===== src/rtl/mem_port_arbiter_pkg.sv =====
// Shared encodings for the memory-port arbiter: store widths, FSM states, grant sides.
// Pure declarations; no latency or backpressure of its own.
package mem_port_arbiter_pkg;

  localparam logic [1:0] WB_BYTE = 2'b01;
  localparam logic [1:0] WB_HEX  = 2'b10;
  localparam logic [1:0] WB_WORD = 2'b11;

  localparam logic [1:0] ARB_IDLE   = 2'd0;
  localparam logic [1:0] ARB_ACCESS = 2'd1;
  localparam logic [1:0] ARB_DONE   = 2'd2;

  localparam logic GNT_IF = 1'b0;
  localparam logic GNT_LS = 1'b1;

  typedef struct packed {
    logic [3:0]  strb;
    logic [31:0] wdata;
  } lane_t;

endpackage


===== src/rtl/mem_port_arbiter_if.sv =====
// Requester (IF, LS) and memory-bus signals of the shared port, grouped for one port list.
// slave = arbiter view; master = core plus RAM view.
interface mem_port_arbiter_if;

  logic        if_req;
  logic [31:0] if_addr;
  logic        if_ack;
  logic [31:0] if_rdata;

  logic        ls_req;
  logic        ls_we;
  logic [31:0] ls_addr;
  logic [31:0] ls_wdata;
  logic [1:0]  ls_wb_op;
  logic        ls_ack;
  logic [31:0] ls_rdata;

  logic        bus_en;
  logic [3:0]  bus_we;
  logic [31:0] bus_addr;
  logic [31:0] bus_wdata;
  logic [31:0] bus_rdata;

  logic        busy;

  modport slave (
    input  if_req, if_addr, ls_req, ls_we, ls_addr, ls_wdata, ls_wb_op, bus_rdata,
    output if_ack, if_rdata, ls_ack, ls_rdata, bus_en, bus_we, bus_addr, bus_wdata, busy
  );

  modport master (
    output if_req, if_addr, ls_req, ls_we, ls_addr, ls_wdata, ls_wb_op, bus_rdata,
    input  if_ack, if_rdata, ls_ack, ls_rdata, bus_en, bus_we, bus_addr, bus_wdata, busy
  );

endinterface


===== src/rtl/mem_port_arbiter_wstrb_gen.sv =====
// Byte-lane strobes and lane-replicated store data from address low bits and store width.
// Combinational, zero latency; no backpressure.
module mem_port_arbiter_wstrb_gen
  import mem_port_arbiter_pkg::*;
(
  input  logic [1:0]  addr,
  input  logic [1:0]  wb_op,
  input  logic [31:0] wdata,
  output lane_t       lane
);

  always_comb begin
    lane.strb  = 4'b1111;
    lane.wdata = wdata;
    case (wb_op)
      WB_BYTE: begin
        lane.strb  = 4'b0001 << addr;
        lane.wdata = {4{wdata[7:0]}};
      end
      WB_HEX: begin
        lane.strb  = addr[1] ? 4'b1100 : 4'b0011;
        lane.wdata = {2{wdata[15:0]}};
      end
      // WB_WORD and the reserved code both write the whole word
      default: begin
        lane.strb  = 4'b1111;
        lane.wdata = wdata;
      end
    endcase
  end

endmodule


===== src/rtl/mem_port_arbiter.sv =====
// Shares one memory port between fetch (IF) and load/store (LS); LS priority bounded by STARVE_MAX.
// Latency: RD_LAT+1 (load/fetch) or 2 (store) cycles to ack; requests are held until ack, one access in flight.
module mem_port_arbiter
  import mem_port_arbiter_pkg::*;
#(
  parameter int RD_LAT     = 2,
  parameter int STARVE_MAX = 4
) (
  input logic               cpu_clk,
  input logic               cpu_rst_n,
  mem_port_arbiter_if.slave ifc
);

  localparam int                SW         = $clog2(STARVE_MAX + 1);
  localparam logic [SW-1:0]     STARVE_LIM = SW'(STARVE_MAX);
  localparam logic [2:0]        LAT_LOAD   = 3'(RD_LAT);

  logic [1:0]    state;
  logic          grant;
  logic [2:0]    lat_cnt;
  logic [SW-1:0] starve_cnt;
  logic [31:0]   bus_addr_q;
  logic [31:0]   bus_wdata_q;
  logic [3:0]    bus_we_q;
  logic [31:0]   if_rdata_q;
  logic [31:0]   ls_rdata_q;
  lane_t         ls_lane;
  logic          pick_ls;
  logic          unused_bits;

  assign unused_bits = ^ifc.if_addr[1:0];

  mem_port_arbiter_wstrb_gen u_wstrb_gen (
    .addr  (ifc.ls_addr[1:0]),
    .wb_op (ifc.ls_wb_op),
    .wdata (ifc.ls_wdata),
    .lane  (ls_lane)
  );

  // IF wins only when it has waited through STARVE_MAX back-to-back LS grants
  assign pick_ls = ifc.ls_req && !(ifc.if_req && (starve_cnt == STARVE_LIM));

  always_ff @(posedge cpu_clk) begin
    if (!cpu_rst_n) begin
      state       <= ARB_IDLE;
      grant       <= GNT_IF;
      lat_cnt     <= '0;
      starve_cnt  <= '0;
      bus_addr_q  <= '0;
      bus_wdata_q <= '0;
      bus_we_q    <= '0;
      if_rdata_q  <= '0;
      ls_rdata_q  <= '0;
    end else begin
      case (state)
        ARB_IDLE: begin
          if (ifc.if_req || ifc.ls_req) begin
            state <= ARB_ACCESS;
            if (pick_ls) begin
              grant      <= GNT_LS;
              bus_addr_q <= {ifc.ls_addr[31:2], 2'b00};
              if (ifc.ls_we) begin
                bus_we_q    <= ls_lane.strb;
                bus_wdata_q <= ls_lane.wdata;
                lat_cnt     <= 3'd1;
              end else begin
                bus_we_q    <= '0;
                bus_wdata_q <= '0;
                lat_cnt     <= LAT_LOAD;
              end
              if (!ifc.if_req)
                starve_cnt <= '0;
              else if (starve_cnt != STARVE_LIM)
                starve_cnt <= starve_cnt + 1'b1;
            end else begin
              grant       <= GNT_IF;
              bus_addr_q  <= {ifc.if_addr[31:2], 2'b00};
              bus_we_q    <= '0;
              bus_wdata_q <= '0;
              lat_cnt     <= LAT_LOAD;
              starve_cnt  <= '0;
            end
          end
        end
        ARB_ACCESS: begin
          lat_cnt <= lat_cnt - 3'd1;
          if (lat_cnt == 3'd1) begin
            state <= ARB_DONE;
            // stores leave the previously captured read data untouched
            if (bus_we_q == 4'b0000) begin
              if (grant == GNT_LS) ls_rdata_q <= ifc.bus_rdata;
              else                 if_rdata_q <= ifc.bus_rdata;
            end
          end
        end
        ARB_DONE: state <= ARB_IDLE;
        default:  state <= ARB_IDLE;
      endcase
    end
  end

  assign ifc.bus_en    = (state == ARB_ACCESS);
  assign ifc.bus_we    = (state == ARB_ACCESS) ? bus_we_q : 4'b0000;
  assign ifc.bus_addr  = bus_addr_q;
  assign ifc.bus_wdata = bus_wdata_q;
  assign ifc.if_ack    = (state == ARB_DONE) && (grant == GNT_IF);
  assign ifc.ls_ack    = (state == ARB_DONE) && (grant == GNT_LS);
  assign ifc.if_rdata  = if_rdata_q;
  assign ifc.ls_rdata  = ls_rdata_q;
  assign ifc.busy      = (state != ARB_IDLE);

endmodule


===== src/flat_wrapper.sv =====
// flat-port wrapper written by rule: the top's interface ports become plain ports
module mem_port_arbiter_flat import mem_port_arbiter_pkg::*;
#(
  parameter int RD_LAT     = 2,
  parameter int STARVE_MAX = 4
)
  (cpu_clk, cpu_rst_n, ifc_if_req, ifc_if_addr, ifc_ls_req, ifc_ls_we, ifc_ls_addr, ifc_ls_wdata, ifc_ls_wb_op, ifc_bus_rdata, ifc_if_ack, ifc_if_rdata, ifc_ls_ack, ifc_ls_rdata, ifc_bus_en, ifc_bus_we, ifc_bus_addr, ifc_bus_wdata, ifc_busy);
  mem_port_arbiter_if ifc_i ();
  input logic cpu_clk;
  input logic cpu_rst_n;
  input wire logic [$bits(ifc_i.if_req)-1:0] ifc_if_req;
  input wire logic [$bits(ifc_i.if_addr)-1:0] ifc_if_addr;
  input wire logic [$bits(ifc_i.ls_req)-1:0] ifc_ls_req;
  input wire logic [$bits(ifc_i.ls_we)-1:0] ifc_ls_we;
  input wire logic [$bits(ifc_i.ls_addr)-1:0] ifc_ls_addr;
  input wire logic [$bits(ifc_i.ls_wdata)-1:0] ifc_ls_wdata;
  input wire logic [$bits(ifc_i.ls_wb_op)-1:0] ifc_ls_wb_op;
  input wire logic [$bits(ifc_i.bus_rdata)-1:0] ifc_bus_rdata;
  output wire logic [$bits(ifc_i.if_ack)-1:0] ifc_if_ack;
  output wire logic [$bits(ifc_i.if_rdata)-1:0] ifc_if_rdata;
  output wire logic [$bits(ifc_i.ls_ack)-1:0] ifc_ls_ack;
  output wire logic [$bits(ifc_i.ls_rdata)-1:0] ifc_ls_rdata;
  output wire logic [$bits(ifc_i.bus_en)-1:0] ifc_bus_en;
  output wire logic [$bits(ifc_i.bus_we)-1:0] ifc_bus_we;
  output wire logic [$bits(ifc_i.bus_addr)-1:0] ifc_bus_addr;
  output wire logic [$bits(ifc_i.bus_wdata)-1:0] ifc_bus_wdata;
  output wire logic [$bits(ifc_i.busy)-1:0] ifc_busy;
  assign ifc_i.if_req = ifc_if_req;
  assign ifc_i.if_addr = ifc_if_addr;
  assign ifc_i.ls_req = ifc_ls_req;
  assign ifc_i.ls_we = ifc_ls_we;
  assign ifc_i.ls_addr = ifc_ls_addr;
  assign ifc_i.ls_wdata = ifc_ls_wdata;
  assign ifc_i.ls_wb_op = ifc_ls_wb_op;
  assign ifc_i.bus_rdata = ifc_bus_rdata;
  assign ifc_if_ack = ifc_i.if_ack;
  assign ifc_if_rdata = ifc_i.if_rdata;
  assign ifc_ls_ack = ifc_i.ls_ack;
  assign ifc_ls_rdata = ifc_i.ls_rdata;
  assign ifc_bus_en = ifc_i.bus_en;
  assign ifc_bus_we = ifc_i.bus_we;
  assign ifc_bus_addr = ifc_i.bus_addr;
  assign ifc_bus_wdata = ifc_i.bus_wdata;
  assign ifc_busy = ifc_i.busy;
  mem_port_arbiter #(.RD_LAT(RD_LAT), .STARVE_MAX(STARVE_MAX)) u_core (.cpu_clk(cpu_clk), .cpu_rst_n(cpu_rst_n), .ifc(ifc_i));
endmodule

===== config.mk =====
export PLATFORM = sky130hd
export DESIGN_NAME = mem_port_arbiter_flat
export DESIGN_NICKNAME = d
export VERILOG_FILES = /design/src/rtl/mem_port_arbiter_pkg.sv /design/src/rtl/mem_port_arbiter_if.sv /design/src/rtl/mem_port_arbiter_wstrb_gen.sv /design/src/rtl/mem_port_arbiter.sv /design/src/flat_wrapper.sv
export SDC_FILE = /design/constraint.sdc
export NUM_CORES = 1
export LEC_CHECK = 0
export CAP_MARGIN = 20
export CORE_MARGIN = 2
export CORE_UTILIZATION = 38
export DETAILED_ROUTE_END_ITERATION = 10
export PLACE_DENSITY = 0.82
export SYNTH_ARGS = -nofsm -noshare
export SYNTH_HDL_FRONTEND = slang
export SYNTH_SLANG_ARGS = --single-unit

===== constraint.sdc =====
create_clock -name cpu_clk -period 1.7 [get_ports cpu_clk]
set_input_delay 0.51 -clock cpu_clk [delete_from_list [all_inputs] [get_ports cpu_clk]]
set_output_delay 0.51 -clock cpu_clk [all_outputs]
set_load 0.05 [all_outputs]

==> results of run 1 <==
==> logic make-up after synthesis <==
group / share of synthesized area
simple gates: 0.2448
compound gates: 0.2148
flops: 0.4541
buf+inv: 0.07187
fa+ha+maj: 0.01225
mux: 0.001633
other cells: 0.0006119
==> worst max path at each step <==
stage / startpoint / end / slack, ns
global route: u_core.state[1] / ifc_bus_we[0] / -0.14
CTS: u_core.state[1] / ifc_bus_we[0] / -0.1
detailed placement: ifc_ls_wb_op[0] / u_core.ifc.bus_wdata[13] / -0.50
global placement: ifc_ls_wb_op[0] / u_core.ifc.bus_wdata[8] / -0.47
floorplan: u_core.state[1] / ifc_bus_we[0] / 0.04
finish: u_core.state[1] / ifc_bus_we[0] / -0.09
==> worst max-delay path, stage by stage (launching register included) <==
cell	delay, ns
dfxtp_4	0.36
nand2b_4	0.16
inv_6	0.07
and2_4	0.15
buf_12	0.13
==> per-layer routing <==
| metal | wire length [um] | vias up | track usage |
|---|---|---|---|
| li1 | - | 3163 | - |
| met1 | 7997 | 3042 | 0.2633 |
| met2 | 10780 | 321 | 0.3892 |
| met3 | 2099 | 54 | 0.08754 |
| met4 | 518 | 0 | 0.09262 |
| met5 | 0 | - | 0 |
==> registers in the layout, summed over array words and instances (netlist names) <==
register / cells
u_core.ifc.ls_rdata: 32
u_core.bus_we_q: 4
u_core.lat_cnt: 3
u_core.ifc.bus_wdata: 32
u_core.ifc.if_rdata: 32
u_core.starve_cnt: 3
u_core.grant: 1
u_core.state: 2
u_core.ifc.bus_addr: 30
==> cells in the final DEF (no fill, tap or decap), types with 3 or more instances in the layout <==
cell type / netlist / final
nand3_1: 74 / 69
o31ai_1: 7 / 7
ha_1: 6 / 3
inv_2: 2 / 3
nor2b_1: 5 / 4
o21ai_2: 28 / 32
o21ai_0: 86 / 72
clkdlybuf4s50_1: 0 / 129
clkinv_2: 0 / 4
and2_4: 0 / 4
nor2_1: 17 / 17
o21ai_1: 14 / 24
buf_12: 4 / 146
bufinv_16: 0 / 3
clkinv_4: 0 / 5
clkbuf_16: 0 / 20
buf_6: 3 / 6
inv_1: 9 / 7
nand3_2: 28 / 33
a22oi_1: 16 / 14
nand2_1: 156 / 155
a31oi_1: 31 / 31
buf_4: 5 / 43
a21oi_1: 29 / 28
a211oi_1: 3 / 3
dfxtp_4: 0 / 3
dfxtp_1: 139 / 135
==> per-stage QoR <==
step	util	worst slack (ns)	power, uW	cell area, um2
after floorplan	-	0.03907	4730	6142
after global placement	0.6678	-0.4655	6023	10570
after detailed placement	0.6678	-0.5001	6062	10570
after CTS	0.7101	-0.09684	9877	11240
after global routing	0.7245	-0.1408	10270	11470
final	0.7245	-0.08839	9906	11470
==> layout make-up <==
cell class / count / area share
flip-flops and latches: 139 / 0.2438
repair buffers: 329 / 0.4103
clock inverters: 14 / 0.01484
inverters: 11 / 0.004037
well taps: 216 / 0.02357
clock buffers: 18 / 0.03830
multi-input cells: 527 / 0.2652
==> repair_timing <==
action                     in CTS  in global routing
setup endpoints to repair      30                 62
buffers inserted                2                  3
gates cloned                    0                  6
hold buffers                    0                  0
gates resized for setup        18                 39
pin swaps                       0                  9
==> where the power goes <==
group | switching (uW) | leakage [uW] | internal (uW)
clock network | 1440 | 0.000300 | 2350
registers | 177 | 0.00113 | 3430
logic | 1290 | 0.00296 | 1220
==> results_dict.tcl, run 1 <==
set metrics [dict create \
    status "complete, but fails checks" \
    violations "setup timing" \
    path_clk_slew_ns 0.06 \
    synth_top_area_frac 0.4541 \
    ir_worst_vdd_uv 643.2 \
    ys_types 41 \
    p_per_area_nw_per_um2 863.9 \
    drtIter0Drc 427 \
    core-area_um2 15830 \
    cts.sinks 139 \
    cp_max_fo 6 \
    dieArea_um2 17160 \
    end_kind "primary output" \
    multiInputGateArea_um2 3042 \
    grt_pass1_vias 6178 \
    dp_hpwl_um 14660 \
    dp_cells 1212 \
    antenna_cells 0 \
    fmax_mhz 559.2 \
    fp.dieW_um 131.0 \
    hold_end "u_core.lat_cnt[1]" \
    fp-row-count 46 \
    fillers 1029 \
    vias 6580 \
    final_nets 1166 \
    cp_data_arrival_time_ns 1.28 \
    final_max_slew_viol_count 0 \
    gr-total-overflow 0 \
    ys_warn_count 0 \
    wl_per_cell_um 17.06 \
    synth_seq_cells 139 \
    synth_ff_type "dfxtp_1" \
    cts_buffers 17 \
    r2r_slack_ns 0.08 \
    synthCells 747 \
    synth_edf_count 0 \
    gp_congestion 0.8856 \
    vias_per_cell 5.247 \
    fin_worst_skew_ns 0.008266 \
    ff2ff_path_depth 6 \
    min_path_cells 2 \
    ys_top_cells_by_area "dfxtp_1, nand2_1, o21ai_0" \
    power.leakage_uw 0.004390 \
    drt_first_pass_iters 5 \
    hp-class "in2reg" \
    ff_latch_area_um2 2795 \
    port_buffers 266 \
    antenna_found_initial 0 \
    fin_cells 1254 \
    drv_cap 0 \
    synth_area_um2 6128 \
    die_height_um 131.0 \
    fin_hold_ws_ns 0.3847 \
    cp_data_required_time_ns 1.19 \
    yosysMostFrequentCell "nand2_1" \
    worst_hold_startpoint "cpu_rst_n" \
    period_share 1.052 \
    drc 0 \
    setup_slack_ns -0.08839 \
    postRouteAntennaNets 0 \
    drive_gt1_frac 0.3141 \
    synthArstFlopShare 0 \
    start_util 0.3872 \
    final-setup-viol-count 7 \
    htreeDepth 4 \
    insertion_delay_ns 0.41 \
    grt_max_degree 65 \
    period_minus_slack_ns 1.788 \
    rsz0062_at_grt "yes" \
    hold_violations 0 \
    areaGrowthSynthToFinish_pct 87.12 \
    reg2reg_to "u_core.ifc.bus_wdata[15]" \
    syn_avg_cell_area_um2 8.204 \
    yosys-top-cells-count "nand2_1, dfxtp_1, o21ai_0" \
    synth_top_area_cell "dfxtp_1" \
    fin_tns_setup_ns -0.5019 \
    startpoint_type "flip-flop" \
    cts_root_buf "clkbuf_16" \
    synth-seq-area-share 0.4541 \
    cts_tree "yes" \
    critical_path_class "reg2out" \
    ios 271 \
    grtUsageTotal 0.2306 \
    r2r_start "u_core.starve_cnt[0]" \
    grt_pass1_wl_um 31190 \
    clock_path_buffers 2 \
    routed_wl_um 21400 \
]
Power figures use the tool's default switching activity.
==> inputs of run 2 (changes only) <==
--- a/config.mk
+++ b/config.mk
@@ -9,6 +9,7 @@
 export CORE_MARGIN = 2
 export CORE_UTILIZATION = 38
 export DETAILED_ROUTE_END_ITERATION = 10
+export HOLD_SLACK_MARGIN = 0.03
 export PLACE_DENSITY = 0.82
 export SYNTH_ARGS = -nofsm -noshare
 export SYNTH_HDL_FRONTEND = slang
==> results of run 2 <==
Final layout, timing and power as in run 1 (identical DEF).
==> inputs of run 3 (changes only) <==
--- a/config.mk
+++ b/config.mk
@@ -8,6 +8,7 @@
 export CAP_MARGIN = 20
 export CORE_MARGIN = 2
 export CORE_UTILIZATION = 38
+export CTS_CLUSTER_DIAMETER = 40
 export DETAILED_ROUTE_END_ITERATION = 10
 export HOLD_SLACK_MARGIN = 0.03
 export PLACE_DENSITY = 0.82
==> results of run 3 <==
Final layout, timing and power as in run 1 (identical DEF).
